===== config.mk =====
export PLATFORM = sky130hd
export DESIGN_NAME = fetch_to_decode_arbiter
export DESIGN_NICKNAME = d
export VERILOG_FILES = /design/src/rtl/fetch_to_decode_arbiter.sv
export SDC_FILE = /design/constraint.sdc
export NUM_CORES = 1
export LEC_CHECK = 0
export CORE_AREA = 2 2 128 130
export CTS_BUF_LIST = sky130_fd_sc_hd__clkbuf_8
export CTS_CLUSTER_SIZE = 40
export DETAILED_ROUTE_END_ITERATION = 10
export DIE_AREA = 0 0 130 132
export GPL_TIMING_DRIVEN = 0
export HOLD_SLACK_MARGIN = 0.15
export PLACE_DENSITY = 0.7
export SLEW_MARGIN = 10
export SYNTH_ARGS = -nofsm -noshare
export SYNTH_HDL_FRONTEND = slang
export SYNTH_SLANG_ARGS = --single-unit

===== constraint.sdc =====
create_clock -name clk -period 2.45 [get_ports clk]
set_input_delay 0.245 -clock clk [delete_from_list [all_inputs] [get_ports clk]]
set_output_delay 0.245 -clock clk [all_outputs]
set_load 0.1 [all_outputs]

===== src/rtl/fetch_to_decode_arbiter.sv =====
// Round-robin arbiter that takes one fetch packet per grant into a holding register
// and sends it on the shared fetch-to-decode bus once the bus is free.
// Optional statistics counters are built when F2D_ARB_STATS_EN is defined.
module fetch_to_decode_arbiter #(
  parameter int NUM_REQ = 4,
  parameter int PKT_W   = 64,
  parameter int IDX_W   = $clog2(NUM_REQ)
) (
  input  logic                     clk,
  input  logic                     reset_n,
  input  logic [NUM_REQ-1:0]       req_valid,
  input  logic [NUM_REQ*PKT_W-1:0] req_pkt,
  output logic [NUM_REQ-1:0]       req_ready,
  input  logic                     bus_is_busy,
  output logic                     bus_send,
  output logic [PKT_W-1:0]         bus_pkt,
  output logic [IDX_W-1:0]         bus_src_id,
  output logic                     arb_idle
`ifdef F2D_ARB_STATS_EN
  ,
  output logic [15:0]              stall_cnt,
  output logic [15:0]              send_cnt
`endif
);

  localparam int CW = IDX_W + 1;

  typedef enum logic [1:0] {
    ARB  = 2'd0,
    HOLD = 2'd1,
    COOL = 2'd2
  } state_e;

  state_e           state_q, state_d;
  logic [IDX_W-1:0] rr_ptr_q, rr_ptr_d;
  logic [PKT_W-1:0] bus_pkt_q, bus_pkt_d;
  logic [IDX_W-1:0] bus_src_id_q, bus_src_id_d;
  logic             arb_idle_q, arb_idle_d;

  logic             win_found;
  logic [IDX_W-1:0] win_idx;
  logic [CW-1:0]    cand;

`ifdef F2D_ARB_STATS_EN
  logic [15:0] stall_cnt_q, stall_cnt_d;
  logic [15:0] send_cnt_q, send_cnt_d;
`endif

  // Rotating priority scan: the candidate index wraps back to 0 past NUM_REQ-1.
  always_comb begin
    win_found = 1'b0;
    win_idx   = '0;
    cand      = '0;
    for (int k = 0; k < NUM_REQ; k++) begin
      cand = {1'b0, rr_ptr_q} + CW'(k);
      if (cand >= CW'(NUM_REQ)) begin
        cand = cand - CW'(NUM_REQ);
      end
      if (!win_found && req_valid[cand[IDX_W-1:0]]) begin
        win_found = 1'b1;
        win_idx   = cand[IDX_W-1:0];
      end
    end
  end

  always_comb begin
    state_d      = state_q;
    rr_ptr_d     = rr_ptr_q;
    bus_pkt_d    = bus_pkt_q;
    bus_src_id_d = bus_src_id_q;
    req_ready    = '0;
    bus_send     = 1'b0;
    unique case (state_q)
      ARB: begin
        if (win_found) begin
          req_ready[win_idx] = 1'b1;
          bus_pkt_d          = req_pkt[int'(win_idx)*PKT_W +: PKT_W];
          bus_src_id_d       = win_idx;
          state_d            = HOLD;
        end
      end
      HOLD: begin
        if (!bus_is_busy) begin
          bus_send = 1'b1;
          rr_ptr_d = (bus_src_id_q == IDX_W'(NUM_REQ - 1)) ? '0 : bus_src_id_q + IDX_W'(1);
          state_d  = COOL;
        end
      end
      COOL: begin
        state_d = ARB;
      end
      default: begin
        state_d = ARB;
      end
    endcase
    arb_idle_d = (state_d == ARB);
  end

`ifdef F2D_ARB_STATS_EN
  always_comb begin
    stall_cnt_d = stall_cnt_q;
    send_cnt_d  = send_cnt_q;
    if ((state_q == HOLD) && bus_is_busy && (stall_cnt_q != 16'hFFFF)) begin
      stall_cnt_d = stall_cnt_q + 16'd1;
    end
    if (bus_send) begin
      send_cnt_d = send_cnt_q + 16'd1;
    end
  end
`endif

  always_ff @(posedge clk or negedge reset_n) begin
    if (!reset_n) begin
      state_q      <= ARB;
      rr_ptr_q     <= '0;
      bus_pkt_q    <= '0;
      bus_src_id_q <= '0;
      arb_idle_q   <= 1'b1;
`ifdef F2D_ARB_STATS_EN
      stall_cnt_q  <= '0;
      send_cnt_q   <= '0;
`endif
    end else begin
      state_q      <= state_d;
      rr_ptr_q     <= rr_ptr_d;
      bus_pkt_q    <= bus_pkt_d;
      bus_src_id_q <= bus_src_id_d;
      arb_idle_q   <= arb_idle_d;
`ifdef F2D_ARB_STATS_EN
      stall_cnt_q  <= stall_cnt_d;
      send_cnt_q   <= send_cnt_d;
`endif
    end
  end

  assign bus_pkt    = bus_pkt_q;
  assign bus_src_id = bus_src_id_q;
  assign arb_idle   = arb_idle_q;
`ifdef F2D_ARB_STATS_EN
  assign stall_cnt  = stall_cnt_q;
  assign send_cnt   = send_cnt_q;
`endif

endmodule


# Word level (Yosys, flattened, before mapping)

Cells that the tools add are included.

Bits in registers: 71
Input port bits: 263
Output and inout bits: 72
Logic and storage cells: 68

$add $sub $neg: 8
Order comparisons: 10
Equal/unequal tests: 2
Shift operators: 1
Muxes and demuxes: 30
Bitwise gates (word level): 1
Reduce and logical (&&, ||, !) cells: 11

Operator list:

| kind                  | number |
|---|---|
| $shiftx A256 B9 Y64   | 1 |
| $mux W2               | 11 |
| $lt A2 B3 Y1 const B  | 5 |
| $mux W1               | 11 |
| $ge A3 B3 Y1 const B  | 3 |
| $bmux W1 S2           | 4 |
| $mux W4               | 2 |
| $sub A2 B1 Y2 const B | 4 |
| $add A2 B2 Y3 const B | 2 |
| $logic_and A1 B1 Y1   | 4 |
| $logic_not A2 Y1      | 2 |
| $pmux W2 S2           | 1 |
| $reduce_and A2 Y1     | 2 |
| $add A2 B1 Y3 const B | 1 |
| $ge A2 B3 Y1 const B  | 1 |
| $logic_not A1 Y1      | 3 |
| $add A2 B1 Y2 const B | 1 |
| $demux W1 S2          | 1 |
| $eq A2 B1 Y1 const B  | 1 |
| $eq A2 B2 Y1 const B  | 1 |
| $ge A2 B1 Y1 const B  | 1 |
| $not A1 Y1            | 1 |

# Longest topological paths before layout

Depth after elaboration: 20
Mapped depth: 7

# Least setup slack after synthesis

Ideal clock, no wire load.

Path type: register to output
Start: reg rr_ptr_q[1]
End: out req_ready[3]
Arrival: 4.077 ns
Required time: 2.205 ns
Setup slack: -1.872 ns
Cell stages (with the launch flop): 6
Buffers on the path: 2
Cell sequence: dfrtp_1 -> mux2i_1 -> o221ai_2 -> buf_4 -> buf_2 -> nor4_1

Longest elaborated chain between the ends: 20
Elaborated cells on any way between the ends: 44

Ends and longest elaborated chain:

| element                                                                | line | text |
|---|---|---|
| from (decl)                                                            | 35   | `logic [IDX_W-1:0] rr_ptr_q, rr_ptr_d;` |
| from (signal assigned)                                                 | 125  | `rr_ptr_q <= rr_ptr_d;` |
| parallel branches: the longest is 18 deep, another holds $add A2 B1 Y3 | n/a  |  |
| $mux W4 (*)                                                            | 75   | `if (win_found) begin` |
| $mux W4 (*)                                                            | 73   | `unique case (state_q)` |
| to (decl)                                                              | 13   | `output logic [NUM_REQ-1:0] req_ready,` |

Mark *: on every way between the ends. The select of a mux whose other input is x is not followed.

# Worst setup path in the final report

Start: in req_valid[2]
End: out req_ready[1]

Longest elaborated chain between the ends: 18
Elaborated cells on any way between the ends: 29

Ends and longest elaborated chain:

| element                                                                   | line | text |
|---|---|---|
| from (decl)                                                               | 11   | `input logic [NUM_REQ-1:0] req_valid,` |
| $bmux W1 S2                                                               | 59   | `if (!win_found && req_valid[cand[IDX_W-1:0]]) begin` |
| $mux W1 (implied by the code)                                             | 59   |  |
| $mux W1                                                                   | 59   |  |
| $logic_not A1 Y1                                                          | 59   |  |
| $logic_and A1 B1 Y1                                                       | 59   |  |
| $mux W1                                                                   | 59   |  |
| $logic_not A1 Y1                                                          | 59   |  |
| $logic_and A1 B1 Y1                                                       | 59   |  |
| [2 not listed]                                                            | n/a  |  |
| $logic_and A1 B1 Y1                                                       | 59   |  |
| $mux W2                                                                   | 59   |  |
| $lt A2 B3 Y1 (implied by the code) / $ge A2 B1 Y1 (equally long branches) | 76   | `req_ready[win_idx] = 1'b1;` |
| $logic_and A1 B1 Y1 (implied by the code)                                 | 76   |  |
| $mux W1 (implied by the code)                                             | 76   |  |
| $demux W1 S2                                                              | 76   |  |
| $mux W4 (*)                                                               | 75   |  |
| $mux W4 (*)                                                               | 73   |  |

Mark *: on every way between the ends. The rest lies on a longest branch, timed or not. The select of a mux whose other input is x is not followed.

==> impl_results.md <==
* Outcome: finished clean
* Sequential Power Share at 18.5%
* Global-route wire length before repair at 31.7 mm
* Vias in the first global route at 5872
* FF-to-FF End: bus_pkt[8]$_DFFE_PN0P_
* Worst Hold Class: in -> async
* DRC viols at 0
* Non-filler cells, final at 1152
* Min Tclk post-route at 2.32 ns
* # rows at 46
* WHS at 0.337 ns
* Final WS setup at 0.128 ns
* Clock Power Share at 9.2%
* Post-synth top area share at 38.3%
* Layout cells sized above 1 at 8.97%
* Core box area at 0.0157 sq mm
* DP Cell Count at 1138
* Clock Skew at 0.0120 ns
* CP Buf/Inv Count at 4
* Max-cap viol count at 0
* PwrDens at 1310 mW/mm^2
* VDD IR-drop max at 1.02 mV
* Number of antenna cells inserted at 0
* Mapped cell area at 0.00457 sq mm
* Worst skew pair latency at 0.36 ns
* # setup viols final at 0
* Worst path depth at 7
* Grt total ovfl at 0
* Flops & latches, synth at 71
* TritonRoute pass-1 iters at 4
* WS Path Type: in -> out
* Fillers at 1510
* Final wirelength at 21.1 mm
* Critical R2R Launch: rr_ptr_q[1]$_DFFE_PN0P_
* Slew margin rel. at 29.3%
* Worst endpoint required time at 2.20 ns
* Gpl congestion at 0.864
* P_leak at 3.83 nW
* Largest area contributor in the netlist: dfrtp_1
* Final core occ at 53.9%
* Hold Violations, Final at 0
* Syn_area_per_cell at 7.79 sq um
* FF-to-FF path depth at 6
* CTS sink count at 71
* Worst setup endpoint: req_ready[1]
* Combinational power share at 72.3%
* Critical path's top delay family: buffers and inverters
* Cells after Synth at 587
* Post-Place Worst Slack at -1.01 ns
* GRT Util Overall at 24.0%
* Number of CTS-inserted buffers at 9
* # H-tree levels at 3
* TNS Setup at 0 ns
* Die extent in y at 132 microns
* Final period util at 94.8%
* CP max stage delay at 0.51 ns
* Die area at 0.0172 sq mm
* Crit. End Element: primary output
* Synth cell types at 37
* Multi-input logic area at 0.00254 sq mm
* CTS tree: yes
* Critical path launch point type: input pin
* Slowest stage cell, crit path: clkdlybuf4s50_1
* Syn. warnings at 0
* Antenna Violating Nets Remaining at 0
* DP Wirelength at 16.2 mm
* RSZ-0062 raised after global routing: no
* Max Slew Vio Count at 0
* Tot Pwr at 11.1 mW
* CP arrival at 2.08 ns
* Via count at 5673
* Area Overhead vs Synth at 85.2%
* Initial DRC count at 181
* Worst path cell trace: clkdlybuf4s50_1 -> nor4_2 -> or3_1 -> buf_2 -> buf_6 -> nor3_4 -> buf_4
* Area contributors post-synth: dfrtp_1, nand2_1, a21oi_1
* Largest net degree at the start of global routing at 51
* Crit path launch: req_valid[2]
* Vias/cell at 4.92
* Nets@finish at 1195
* Int Pwr at 4.53 mW
* Root buffer cell: clkbuf_8
* Fmax at 0.431 GHz
* Worst-Margin Slew at 1.06 ns
* DP Area at 0.00824 sq mm
* Crit path max fanout at 19
* Initial antenna violation count at 0
* Register area at 0.00178 sq mm
* Finished Cell Area at 0.00847 sq mm
* Sequential-to-total area share from yosys stat at 38.9%
* Maximum clock insertion buffer count at 2
* R2r setup slk at 0.34 ns
* Die W at 130 microns
* P_sw at 6.59 mW
* Switching part of the total power at 59.3%
* Syn nets at 851
* Worst-path clk slew at 0.09 ns
* Port-buffer cells at 334
* # IOs at 335
* Avg WL per Cell at 18.3 microns
* Initial core utilization at 29.1%
## cell usage in the layout, fill, tap and decap left out, types with 2 or more instances in the layout
| cell | n |
|---|---|
| nand2b_1 | 2 |
| mux2_2 | 3 |
| inv_1 | 4 |
| buf_6 | 12 |
| dfrtp_1 | 69 |
| nor3_2 | 2 |
| a211o_1 | 54 |
| a21o_1 | 2 |
| clkdlybuf4s50_1 | 328 |
| nand3_1 | 11 |
| buf_2 | 22 |
| nor2_1 | 3 |
| clkbuf_8 | 12 |
| a21oi_1 | 119 |
| clkbuf_1 | 12 |
| buf_4 | 4 |
| a221o_1 | 10 |
| nand2_1 | 219 |
| clkinv_2 | 2 |
| mux2_4 | 9 |
| nor2_2 | 2 |
| o21ai_0 | 10 |
## kinds of logic after synthesis
kind of cell / after synthesis / synth area share, %
buf+inv: 52 / 6.43
compound gates: 203 / 29.0
simple gates: 247 / 21.5
fa+ha+maj: 1 / 0.274
mux: 13 / 3.91
flops: 71 / 38.9
## flip-flops by register name, indices dropped and copies added (netlist names)
register    flops
bus_src_id      2
state_q         2
bus_pkt        64
arb_idle        1
rr_ptr_q        2
## worst min-delay path by stage
stage	start	endpoint	slack [ns]	cells after the start
global route	reset_n	bus_pkt[19]$_DFFE_PN0P_	0.36	2
global placement	bus_pkt[53]$_DFFE_PN0P_	bus_pkt[53]$_DFFE_PN0P_	0.47	1
CTS	reset_n	bus_pkt[19]$_DFFE_PN0P_	0.31	2
floorplan	reset_n	bus_pkt[0]$_DFFE_PN0P_	-0.05	0
detailed placement	reset_n	bus_pkt[8]$_DFFE_PN0P_	0.17	1
finish	reset_n	bus_pkt[19]$_DFFE_PN0P_	0.34	2
## worst register-to-register path, stage by stage (launching register included)
cell	delay [ns]
dfrtp_2	0.46
and2_2	0.20
o211a_4	0.32
nor2_2	0.17
buf_6	0.20
mux2_4	0.31
a221o_1	0.32
## synth_stat cells
master    number
a211o_1       54
a21boi_1       1
a21o_1         2
a21oi_1      119
a221o_1       10
and2_2         1
buf_2         25
buf_4          2
buf_6          8
clkbuf_1      14
dfrtp_1       70
dfstp_2        1
ha_1           1
inv_1          3
mux2_2         3
mux2_4         9
mux2i_1        1
nand2_1      219
nand2b_1       2
nand3_1       11
nor2_1         4
nor2_2         1
nor2b_1        1
nor3_1         3
nor3_2         1
nor4_1         1
nor4_2         1
o211a_4        1
o211ai_1       1
o21ai_0       10
o21ai_4        1
o21ba_2        1
o21bai_1       1
o221a_2        1
o221ai_2       1
or3_1          1
or3b_1         1
## routing by layer
metal | global-route usage [%] | wire, microns | part of all wire [%]
met1 | 27.9 | 8340 | 40
met2 | 42.8 | 10500 | 50
met3 | 5.48 | 1710 | 8.1
met4 | 8.42 | 523 | 2.5
met5 | 0 | 0 | 0
## repair_timing
item / CTS / global route
pin swaps: 1 / 0
hold endpoints to repair: 67 / 0
gates resized for setup: 29 / 5
setup buffers: 1 / 0
endpoints found under the setup margin: 4 / 4
hold buffers: 1 / 0
## layout make-up
class / instances / share of cell area (%)
Clock buffer: 12 / 1.95
Buffer: 45 / 3.18
Inverter: 3 / 0.133
Sequential cell: 71 / 21.0
Timing Repair Buffer: 337 / 40.0
Multi-Input combinational cell: 464 / 30.0
Clock inverter: 4 / 0.517
Tap cell: 216 / 3.19
## power by group through the flow
| stage | Combinational (mW) | Sequential (mW) | Clock (mW) |
|---|---|---|---|
| global placement | 8.03 | 2.04 | 0 |
| CTS | 8.09 | 2.05 | 1.05 |
| detailed placement | 8.08 | 2.05 | 0 |
| finish | 8.05 | 2.06 | 1.02 |
| global route | 8.40 | 2.12 | 1.09 |
| floorplan | 2.12 | 5.69 | 0 |
(Power assumes the default switching activity.)
==> RTL edit: new RTL, same flow settings <==
Add a define of `F2D_ARB_STATS_EN`.
--- a/src/rtl/fetch_to_decode_arbiter.sv
+++ b/src/rtl/fetch_to_decode_arbiter.sv
@@ -3,2 +3,4 @@
 // Optional statistics counters are built when F2D_ARB_STATS_EN is defined.
+`define F2D_ARB_STATS_EN
+
 module fetch_to_decode_arbiter #(
Behaviour (old outputs only; new: send_cnt and stall_cnt): unchanged (equiv_simple and equiv_induct, registers matched by name and starting in step).
==> RTL edit against the original RTL <==
  * Sequential share of layout area grew 4.9 points
  * Synthesized area grew 25%
  * Sequential cell count grew 32
  * Clock power grew 17%
  * First-iteration DRC count grew 39%
  * Critical endpoint is now req_ready[2]
  * Wire length grew 6.4%
  * Count of clock-buffer cells in the layout shrank 2
  * Total power grew 26%
  * Largest power group unchanged
  * Synthesized cell count shrank 9.9%
  * Setup slack lost 0.036 ns
  * Largest cell class unchanged
  * Cell area grew 18%
  * Clock skew shrank 0.00064 ns
==> RTL edit: results (changes against the original RTL) <==
[run_status]
status=finished, final reports clean

[power_and_ir_drop]
vdd_drop_max_mv=1.02  ; -0.15%
p_leak_nw=4.42  ; +16%

[placed_design]
gp_congestion=0.875  ; +1.3%
place_ws_ns=-1.19  ; -0.180 ns
dp_hpwl_um=18100  ; +12%
placed_area_sq_um=9710  ; +18%
io_buffers=366  ; +9.6%

[clock_tree]
post_cts_buffers=0  ; -1
numCtsBuffers=9  ; unchanged
cts_buffer_depth=2  ; unchanged
cts.clk_slew.worst_paths_ns=0.10
worstSkewPairLatency_ns=0.37

[worst_setup_path]
reg2reg_to=bus_pkt[12]$_DFFE_PN0P_
regToRegSetupSlack_ns=0.27  ; -0.07 ns
startpoint=rr_ptr_q[0]$_DFFE_PN0P_
crit_path_top_delay_cell=dfrtp_1
critical_path_peak_fanout=10  ; -9
slowest_delay_ns=0.41  ; -0.10 ns
cp.arrival_ns=2.11  ; +0.03 ns
crit_path_end=req_ready[2]

[synth]
synth_common_cells=mux2i_1, dfrtp_1, nand2_1, o221ai_1, xnor2_1
synthAdderAreaFrac_pct=0.654  ; +0.38 points
synth-xor-area-share_pct=3.82  ; +3.8 points
postSynth.asyncResetShare_pct=100  ; unchanged
synthDistinctLibCells=37  ; unchanged
synth.area.top_cells=dfrtp_1, mux2i_1, o221ai_1, nand2_1, xnor2_1
ys_seq_area_share_pct=45.0  ; +6.1 points
synth_compound_area_share_pct=11.7  ; -17 points
syn-num-nets=795  ; -6.6%
synthMuxAreaShare_pct=23.3  ; +19 points

[layout]
fill_cells=1280  ; -15%
nets=1173  ; -1.8%
largest_reg_flops=64  ; unchanged
drive_above_1_share_pct=5.92  ; -3.1 points
n_antenna_cell=0  ; unchanged

[global_routing]
track_usage_pct=25.7  ; +1.7 points
antenna_found_initial=0  ; unchanged
grt_pass1_wl_um=33700  ; +6.4%
grt_max_degree=59  ; +16%
gr-usage-met1_pct=28.3  ; +0.39 points
grt_pass1_vias=6207  ; +5.7%
grt_use_met2_pct=46.0  ; +3.3 points
use_met3_pct=6.01  ; +0.53 points

[sta]
whs_ns=0.371  ; +0.0340 ns
skew_ns=0.0114  ; -0.000642 ns
worstMarginPinSlew_ns=1.08  ; +0.0235 ns
timing.final.ws_setup_ns=0.0916  ; -0.0361 ns

[detailed_routing]
m1WireLength_um=8320  ; -0.22%
firstDrtPassIters=4  ; unchanged
route.met2.wl_um=11600  ; +10%
drt_iter0_drc=252  ; +39%
wirelength_um=22500  ; +6.4%
vias=5819  ; +2.6%
wl_met3_um=1620  ; -5.7%

[floorplan]
dieArea_sq_um=17200  ; unchanged

[hold_path]
hp-class=input pin to asynchronous set/reset pin

RTL edit: cell count changes after synthesis, sizes merged, moves of 9 or more:
cell    delta
nand2    -133
mux2i    +127
a21oi    -113
o221ai    +63
a211o     -53
dfrtp     +32
xnor2     +19
buf       -15
and3      +11
a221o     -10
o21ai      -9
RTL edit: per-stage QoR:
stage	TNS (ns)	power, mW	instances	utilization (%)
floorplan	-0.329	10.1	529	-
global placement	-299.41	12.7	1111	61.6
detailed placement	-15.47	12.9	1112	61.8
CTS	0	14.1	1128	63.3
global route	0	14.6	1128	63.5
finish	0	14.0	1128	63.5
RTL edit: repair_timing:
item / 4_1_cts / 5_1_grt
hold buffers: 1 / 0
endpoints found under the hold margin: 45 / 0
endpoints found under the setup margin: 4 / 5
cloned: 0 / 0
gates resized for setup: 29 / 6
RTL edit: area by class of cell:
cell class | instances | area, sq um | area share (%)
sequential | 103 | 2580 | 25.9
timing repair buffer | 368 | 3710 | 37.2
tap | 216 | 270 | 2.71
clock inverter | 6 | 85.1 | 0.853
inverter | 3 | 11.3 | 0.113
clock buffer | 10 | 138 | 1.38
multi-input combinational | 386 | 2960 | 29.7
buffer | 36 | 218 | 2.18
RTL edit: power breakdown:
part / switching [mW] / internal (mW) / total, mW
clock: 0.593 / 0.601 / 1.19
sequential: 0.492 / 2.38 / 2.88
combinational: 7.12 / 2.83 / 9.95
total: 8.20 / 5.81 / 14.0
RTL edit: cells by family after synthesis:
logic type	Yosys count
AO/OA/AOI/OAI	81
XOR/XNOR	25
adder cells (fa/ha/maj)	3
buffers and inverters	40
flip-flops	103
multiplexers	133
AND/OR/NAND/NOR	144
